--- src/rtl/mem_pkg.sv ---
// Shared parameters and element type for the shift-register memory blocks.
// Ports: none (package).
// DEPTH entries of signed bytes, filled BEAT_BYTES at a time over BEATS beats.
package mem_pkg;

  localparam int DEPTH      = 32;
  localparam int BEAT_BYTES = 8;
  localparam int BEATS      = DEPTH / BEAT_BYTES;

  localparam int LINE_W = DEPTH * 8;
  localparam int BEAT_W = BEAT_BYTES * 8;

  // beat counter must represent 0..BEATS inclusive (BEATS = "line parked")
  localparam int CNT_W = 3;

  // reload value for the drain counter: loads spaced exactly DEPTH cycles apart
  localparam logic [4:0] DRAIN_RELOAD = 5'(DEPTH - 1);

  typedef logic signed [7:0] elem_t;

endpackage

--- src/rtl/loader_beat_packer.sv ---
// Assembles BEATS input beats into one DEPTH-element fill line.
// Ports: clock/reset; in_valid/in_ready/in_data beat input;
//        line_valid/line_take/line_data complete-line handoff to the top level.
// line_valid is also raised combinationally while the final beat is being
// accepted, so a free hold buffer can take the line with no extra cycle.
module loader_beat_packer
  import mem_pkg::*;
(
  input  logic              clock,
  input  logic              reset,
  input  logic              in_valid,
  output logic              in_ready,
  input  logic [BEAT_W-1:0] in_data,
  output logic              line_valid,
  input  logic              line_take,
  output logic [LINE_W-1:0] line_data
);

  logic [LINE_W-1:0] fill;
  logic [LINE_W-1:0] fill_next;
  logic [CNT_W-1:0]  beat_cnt;
  logic              accept;

  // registered-state decode only; never depends on in_valid
  assign in_ready = (beat_cnt < CNT_W'(BEATS));
  assign accept   = in_valid && in_ready;

  always_comb begin
    fill_next = fill;
    for (int k = 0; k < BEATS; k++) begin
      if (accept && (beat_cnt == CNT_W'(k))) begin
        for (int j = 0; j < BEAT_BYTES; j++) begin
          fill_next[(k*BEAT_BYTES + j)*8 +: 8] = elem_t'(in_data[j*8 +: 8]);
        end
      end
    end
  end

  // the line presented includes the beat arriving this cycle
  assign line_data  = fill_next;
  assign line_valid = (beat_cnt == CNT_W'(BEATS)) ||
                      (accept && (beat_cnt == CNT_W'(BEATS - 1)));

  always_ff @(posedge clock or posedge reset) begin
    if (reset) begin
      fill     <= '0;
      beat_cnt <= '0;
    end else begin
      fill <= fill_next;
      if (line_take) begin
        beat_cnt <= '0;
      end else if (accept) begin
        // last beat with no room in hold parks the line at beat_cnt == BEATS
        beat_cnt <= beat_cnt + CNT_W'(1);
      end
    end
  end

endmodule

--- src/rtl/shift_reg_loader.sv ---
// Feeds complete lines into a downstream shift register, one parallel load
// every DEPTH cycles at most, double-buffered (fill + hold).
// Ports: clock/reset; in_valid/in_ready/in_data beat input; write_data/
//        write_enable load output; starved flag; underflow_cnt statistics.
// Macro LOADER_STATS_EN enables the saturating underflow counter; without it
// underflow_cnt is tied to zero.
module shift_reg_loader
  import mem_pkg::*;
(
  input  logic              clock,
  input  logic              reset,
  input  logic              in_valid,
  output logic              in_ready,
  input  logic [BEAT_W-1:0] in_data,
  output logic [LINE_W-1:0] write_data,
  output logic              write_enable,
  output logic              starved,
  output logic [15:0]       underflow_cnt
);

  logic              line_valid;
  logic              line_take;
  logic [LINE_W-1:0] line_data;
  logic [LINE_W-1:0] hold_buf;
  logic              hold_full;
  logic              hold_free;
  logic [4:0]        drain_cnt;
  logic              primed;

  loader_beat_packer u_packer (
    .clock      (clock),
    .reset      (reset),
    .in_valid   (in_valid),
    .in_ready   (in_ready),
    .in_data    (in_data),
    .line_valid (line_valid),
    .line_take  (line_take),
    .line_data  (line_data)
  );

  assign write_enable = hold_full && (drain_cnt == 5'd0);
  // hold can accept a new line in the same cycle its current line is loaded
  assign hold_free    = !hold_full || write_enable;
  assign line_take    = line_valid && hold_free;
  assign write_data   = hold_buf;
  assign starved      = primed && (drain_cnt == 5'd0) && !hold_full;

  always_ff @(posedge clock or posedge reset) begin
    if (reset) begin
      hold_buf  <= '0;
      hold_full <= 1'b0;
      drain_cnt <= '0;
      primed    <= 1'b0;
    end else begin
      if (line_take) begin
        hold_buf  <= line_data;
        hold_full <= 1'b1;
      end else if (write_enable) begin
        hold_full <= 1'b0;
      end

      if (write_enable) begin
        drain_cnt <= DRAIN_RELOAD;
      end else if (drain_cnt != 5'd0) begin
        drain_cnt <= drain_cnt - 5'd1;
      end

      if (write_enable) begin
        primed <= 1'b1;
      end
    end
  end

`ifdef LOADER_STATS_EN
  always_ff @(posedge clock or posedge reset) begin
    if (reset) begin
      underflow_cnt <= '0;
    end else if (starved && (underflow_cnt != 16'hFFFF)) begin
      underflow_cnt <= underflow_cnt + 16'd1;
    end
  end
`else
  assign underflow_cnt = '0;
`endif

endmodule

--- config.mk ---
export PLATFORM = sky130hd
export DESIGN_NAME = shift_reg_loader
export DESIGN_NICKNAME = d
export VERILOG_FILES = /design/src/rtl/mem_pkg.sv /design/src/rtl/loader_beat_packer.sv /design/src/rtl/shift_reg_loader.sv
export SDC_FILE = /design/constraint.sdc
export NUM_CORES = 1
export LEC_CHECK = 0
export BUFFER_PORTS_ARGS = -buffer_cell sky130_fd_sc_hd__buf_2
export CAP_MARGIN = 20
export CORE_ASPECT_RATIO = 1.75
export CORE_MARGIN = 5
export CORE_UTILIZATION = 30
export CTS_CLUSTER_SIZE = 24
export DETAILED_ROUTE_END_ITERATION = 10
export PLACE_DENSITY = 0.55
export SLEW_MARGIN = 10
export SYNTH_ARGS = -nofsm -noshare
export SYNTH_HDL_FRONTEND = slang
export SYNTH_SLANG_ARGS = --single-unit
--- constraint.sdc ---
create_clock -name clock -period 51.9 [get_ports clock]
set_clock_uncertainty 0.1 [all_clocks]
set_input_delay 5.19 -clock clock [delete_from_list [all_inputs] [get_ports clock]]
set_output_delay 5.19 -clock clock [all_outputs]
set_load 0.1 [all_outputs]
======== Yosys cells after proc, flatten, opt, wreduce, memory -nomap -nowiden ========
Cells that the tools add are included.
word-level totals
  register bits after elaboration ......... 522
  latch bits .............................. 0
  memory bits (writable) .................. 0
  ROM bits ................................ 0
  input port bits ......................... 67
  memories kept ........................... 0
cells by class
  $add $sub $neg .......................... 2
  $mul .................................... 0
  div/mod/pow operators ................... 0
  $lt $le $gt $ge ......................... 1
  equal/unequal tests ..................... 4
  shift operators ......................... 0
  muxes and demuxes ....................... 10
  bitwise operators ....................... 0
  reductions and logical operators ........ 18
operators with widths
  cell                                                  number
  two-way mux 64 bit                                    4
  two-way mux 5 bit                                     2
  logical AND 1 bit                                     9
  equality test 3 x 2 -> 1 bit (second input constant)  2
  two-way mux 3 bit                                     2
  nonzero test 2 bit                                    3
  zero test 5 bit                                       1
  nonzero test 5 bit                                    1
  subtractor 5 x 1 -> 5 bit (second input constant)     1
  adder 3 x 1 -> 3 bit (second input constant)          1
  equality test 3 x 1 -> 1 bit (second input constant)  1
  equality test 3 bit (second input constant)           1
  zero test 3 bit                                       1
  less-than comparator 3 bit (second input constant)    1
  logical OR 1 bit                                      2
  two-way mux 1 bit                                     2
  zero test 1 bit                                       1

======== Longest topological paths before layout ========
  depth after elaboration ................. 6
  gate-level depth with buffers ........... 7
  depth with buffers taken out ............ 5

======== By module ========
Synthesis repeated with hierarchy kept, for this count alone.
second synthesis, totals
  cell total of the unflattened synthesis .. 1152
  area total of the unflattened synthesis .. 19930.4 µm²
modules (own cells, without submodules)
  module              instances  cells an instance  area an instance (µm²)
  shift_reg_loader    1          589                10100.9
  loader_beat_packer  1          563                9829.4

======== Least setup slack after synthesis ========
No wires, ideal clock.
  kind .................................... register to output
  start point ............................. register drain_cnt[0]
  end point ............................... output port starved
  arrival time ............................ 2085 ps
  path slack .............................. 44525 ps
  stages on the path, launching flop included .. 6
  path buffers ............................ 0
  cells stage by stage .................... dfrtp_1 > inv_1 > ha_1 > or4b_4 > nor2_1 > and2_1
on the way
  word-level cells in the longest chain between the ends .. 3
ends and longest elaborated chain
  what                             RTL line                source
  from (decl)                      shift_reg_loader.sv:27  logic [4:0] drain_cnt;
  from (signal assigned)           shift_reg_loader.sv:65  drain_cnt <= drain_cnt - 5'd1;
  zero test 5 bit                  shift_reg_loader.sv:46  assign starved = primed && (drain_cnt == 5'd0) && !hold_full;
  logical AND 1 bit (2 in series)  shift_reg_loader.sv:46
  to (decl)                        shift_reg_loader.sv:17  output logic starved,
Every way passes these cells.

======== Worst setup path after layout ========
Ends and elaborated chain as after synthesis.

==> summary.md <==
| Metric | Value |
|---|---|
| Die footprint | 70800 um2 |
| CP arrival | 2570 ps |
| Synth Warn # | 0 |
| Run status | complete, no violations |
| Max Freq | 0.127 GHz |
| Nets@finish | 1564 |
| 1st-pass router iterations | 4 |
| Layout fillers | 6299 |
| Die span in x | 203 um |
| Via count | 10640 |
| Setup tns final | 0 ps |
| DR WL/cell | 20.3 um |
| Worst-Skew Late Latency | 570 ps |
| Initial Util | 30.2% |
| Drt drc | 0 |
| CTS Buf Count | 50 |
| Hold Violations, Final | 0 |
| Reg2reg path depth | 7 |
| Hold Slack | 361 ps |
| Final period util | 15.1% |
| Setup-failing EPs final | 0 |
| Post-synthesis instance area | 19600 um2 |
| DRT met1 WL | 18500 um |
| First-pass GRT wire length | 73700 um |
| Initial antenna violation count | 4 |
| Post-synth ARST share | 100% |
| Avg Inst Size Synth | 17.0 um2 |
| Top Metal Used | met5 |
| CTS H-Tree Depth | 2 |
| Max clock buf depth | 3 |
| Critical path required time | 46610 ps |
| Cell count after synthesis | 1153 |
| Routed length on met3 | 3180 um |
| Final Slew Violations | 0 |
| Worst R2R Setup Slack | 48010 ps |
| Number of gates resized after cts | 0 |
| Ports | 342 |
| TritonCTS clock tree | yes |
| Die Span Y | 348 um |
| Yosys cell types | 25 |
| Routed Wire Length | 47500 um |
| Synth Register Bits | 522 |
| Total gr overflow | 0 |
| Clock transition at path regs | 60 ps |
| Worst hold path class | reg2reg |
| Area grow syn2layout | 20.3% |
| CP peak stage delay | 520 ps |
| Root Driver | clkbuf_16 |
| Fin crit period | 7860 ps |
| CP Class | reg2out |
| Crit-path cells | inv_1 > ha_1 > or4b_4 > nor2_1 > and2_1 > buf_2 |
| Vias in the first global route | 11741 |
| Largest net degree at the start of global routing | 167 |
| Share of cells above drive strength 1 | 61.2% |
| # Post-CTS Setup Buffers | 0 |
| Most common cell after layout, fill and taps aside | dfrtp_1 |
| Count of flip-flops with a built-in enable after synthesis | 0 |
| CP endpoint kind | output port |
| Worst r2r src | drain_cnt[0]$_DFFE_PP0P_ |
| Reg-to-reg endpoint | write_data[10]$_DFFE_PP0P_ |
| Commonest cells after routing, fill and taps aside | dfrtp_1 (522), mux2_2 (512), buf_2 (325) |
| Aggregate global-route resource usage | 13.4% |
| Slew at the pin closest to its max-slew limit | 1000 ps |
| DR WL met2 | 24300 um |
| Top_reg_cell synth | dfrtp_1 |
| Antenna-violating nets left | 0 |
| GP Congestion | 0.735 |
| Unrepaired setup endpoints after global routing | no |
| I/O Buffers | 325 |
| FP Rows | 124 |
| Placeable Area | 65000 um2 |
| CP Launch Type | flop |
| Normalized max-slew margin | 33.0% |
| Worst Setup EP | starved |
| Vias/cell | 4.54 |
| Max FO, Critical Path | 4 |
| Post-synthesis sequential area ratio | 66.6% |
| Max-Cap Viols | 0 |
| Slowest cell on the critical path | or4b_4 |
| Crit. Startpoint | drain_cnt[0]$_DFFE_PP0P_ |
| CTS sink cnt | 522 |
| Post-DP HPWL | 31400 um |
| DR iter-0 viols | 258 |
| Final core area utilization | 36.3% |
| Hold_buf cts | 0 |
==> synth_stat cells, drive strengths merged, types with 4 or more instances <==
library cell  instances  area share (%)
nand2b                4            0.13
nand2                 5           0.096
ha                    6            0.38
inv                   7            0.13
dfrtp               522              67
clkbuf                5           0.096
nand3b                4            0.15
nor2                  4           0.077
mux2                512              29
buf                  67             2.2
==> critical path, delay by kind of cell, from the launching register on <==
family	cells	cell delay, ps
fa+ha+maj	1	200
flops	1	390
simple gates	3	910
buf+inv	2	520
==> cell families after synthesis <==
| group | count (synthesis) | synth area share, % |
|---|---|---|
| flops | 522 | 66.6 |
| mux | 514 | 29.5 |
| buf+inv | 79 | 2.45 |
| simple gates | 24 | 0.715 |
| fa+ha+maj | 6 | 0.383 |
| compound gates | 6 | 0.262 |
| other cells | 1 | 0.0191 |
| xor+xnor | 1 | 0.0447 |
==> per-stage QoR <==
stage	cell area, um2	cells	setup WS [ps]
after floorplan	19700	1168	32030
after global placement	22000	2257	43420
after detailed placement	22000	2257	43310
after CTS	23600	2342	43940
after global routing	23600	2344	43650
final	23600	2344	44040
==> how the worst min path moves through the flow <==
stage                       startpoint            endpoint  slack (ps)  depth (start not counted)
floorplan           primed$_DFFE_PP0P_  primed$_DFFE_PP0P_         330                          1
global placement    primed$_DFFE_PP0P_  primed$_DFFE_PP0P_         340                          1
detailed placement  primed$_DFFE_PP0P_  primed$_DFFE_PP0P_         350                          1
CTS                 primed$_DFFE_PP0P_  primed$_DFFE_PP0P_         370                          1
global route        primed$_DFFE_PP0P_  primed$_DFFE_PP0P_         390                          1
finish              primed$_DFFE_PP0P_  primed$_DFFE_PP0P_         360                          1
==> state kept, by name, indices dropped and copies added, names as in the netlist <==
| register | count |
|---|---|
| drain_cnt | 5 |
| u_packer.fill | 256 |
| hold_full | 1 |
| primed | 1 |
| u_packer.beat_cnt | 3 |
| write_data | 256 |
==> layer usage <==
layer | vias to the layer above | track usage [%]
li1 | 4709 | -
met1 | 5569 | 15.4
met2 | 291 | 23.7
met3 | 69 | 3.95
met4 | 2 | 4.82
met5 | - | 0
==> area by class of cell <==
class / count / area (um2) / area share (%)
inverter: 7 / 33.8 / 0.143
clock buffer: 71 / 1450 / 6.15
tap: 819 / 1020 / 4.34
timing repair buffer: 343 / 1790 / 7.60
sequential: 522 / 13100 / 55.4
clock inverter: 14 / 105 / 0.445
antenna: 1 / 2.50 / 0.0106
multi-input combinational: 567 / 6120 / 25.9
Power is left out: the tool's default activity adds up to more than one toggle a clock period on the data nets, which glitch-free logic cannot reach.
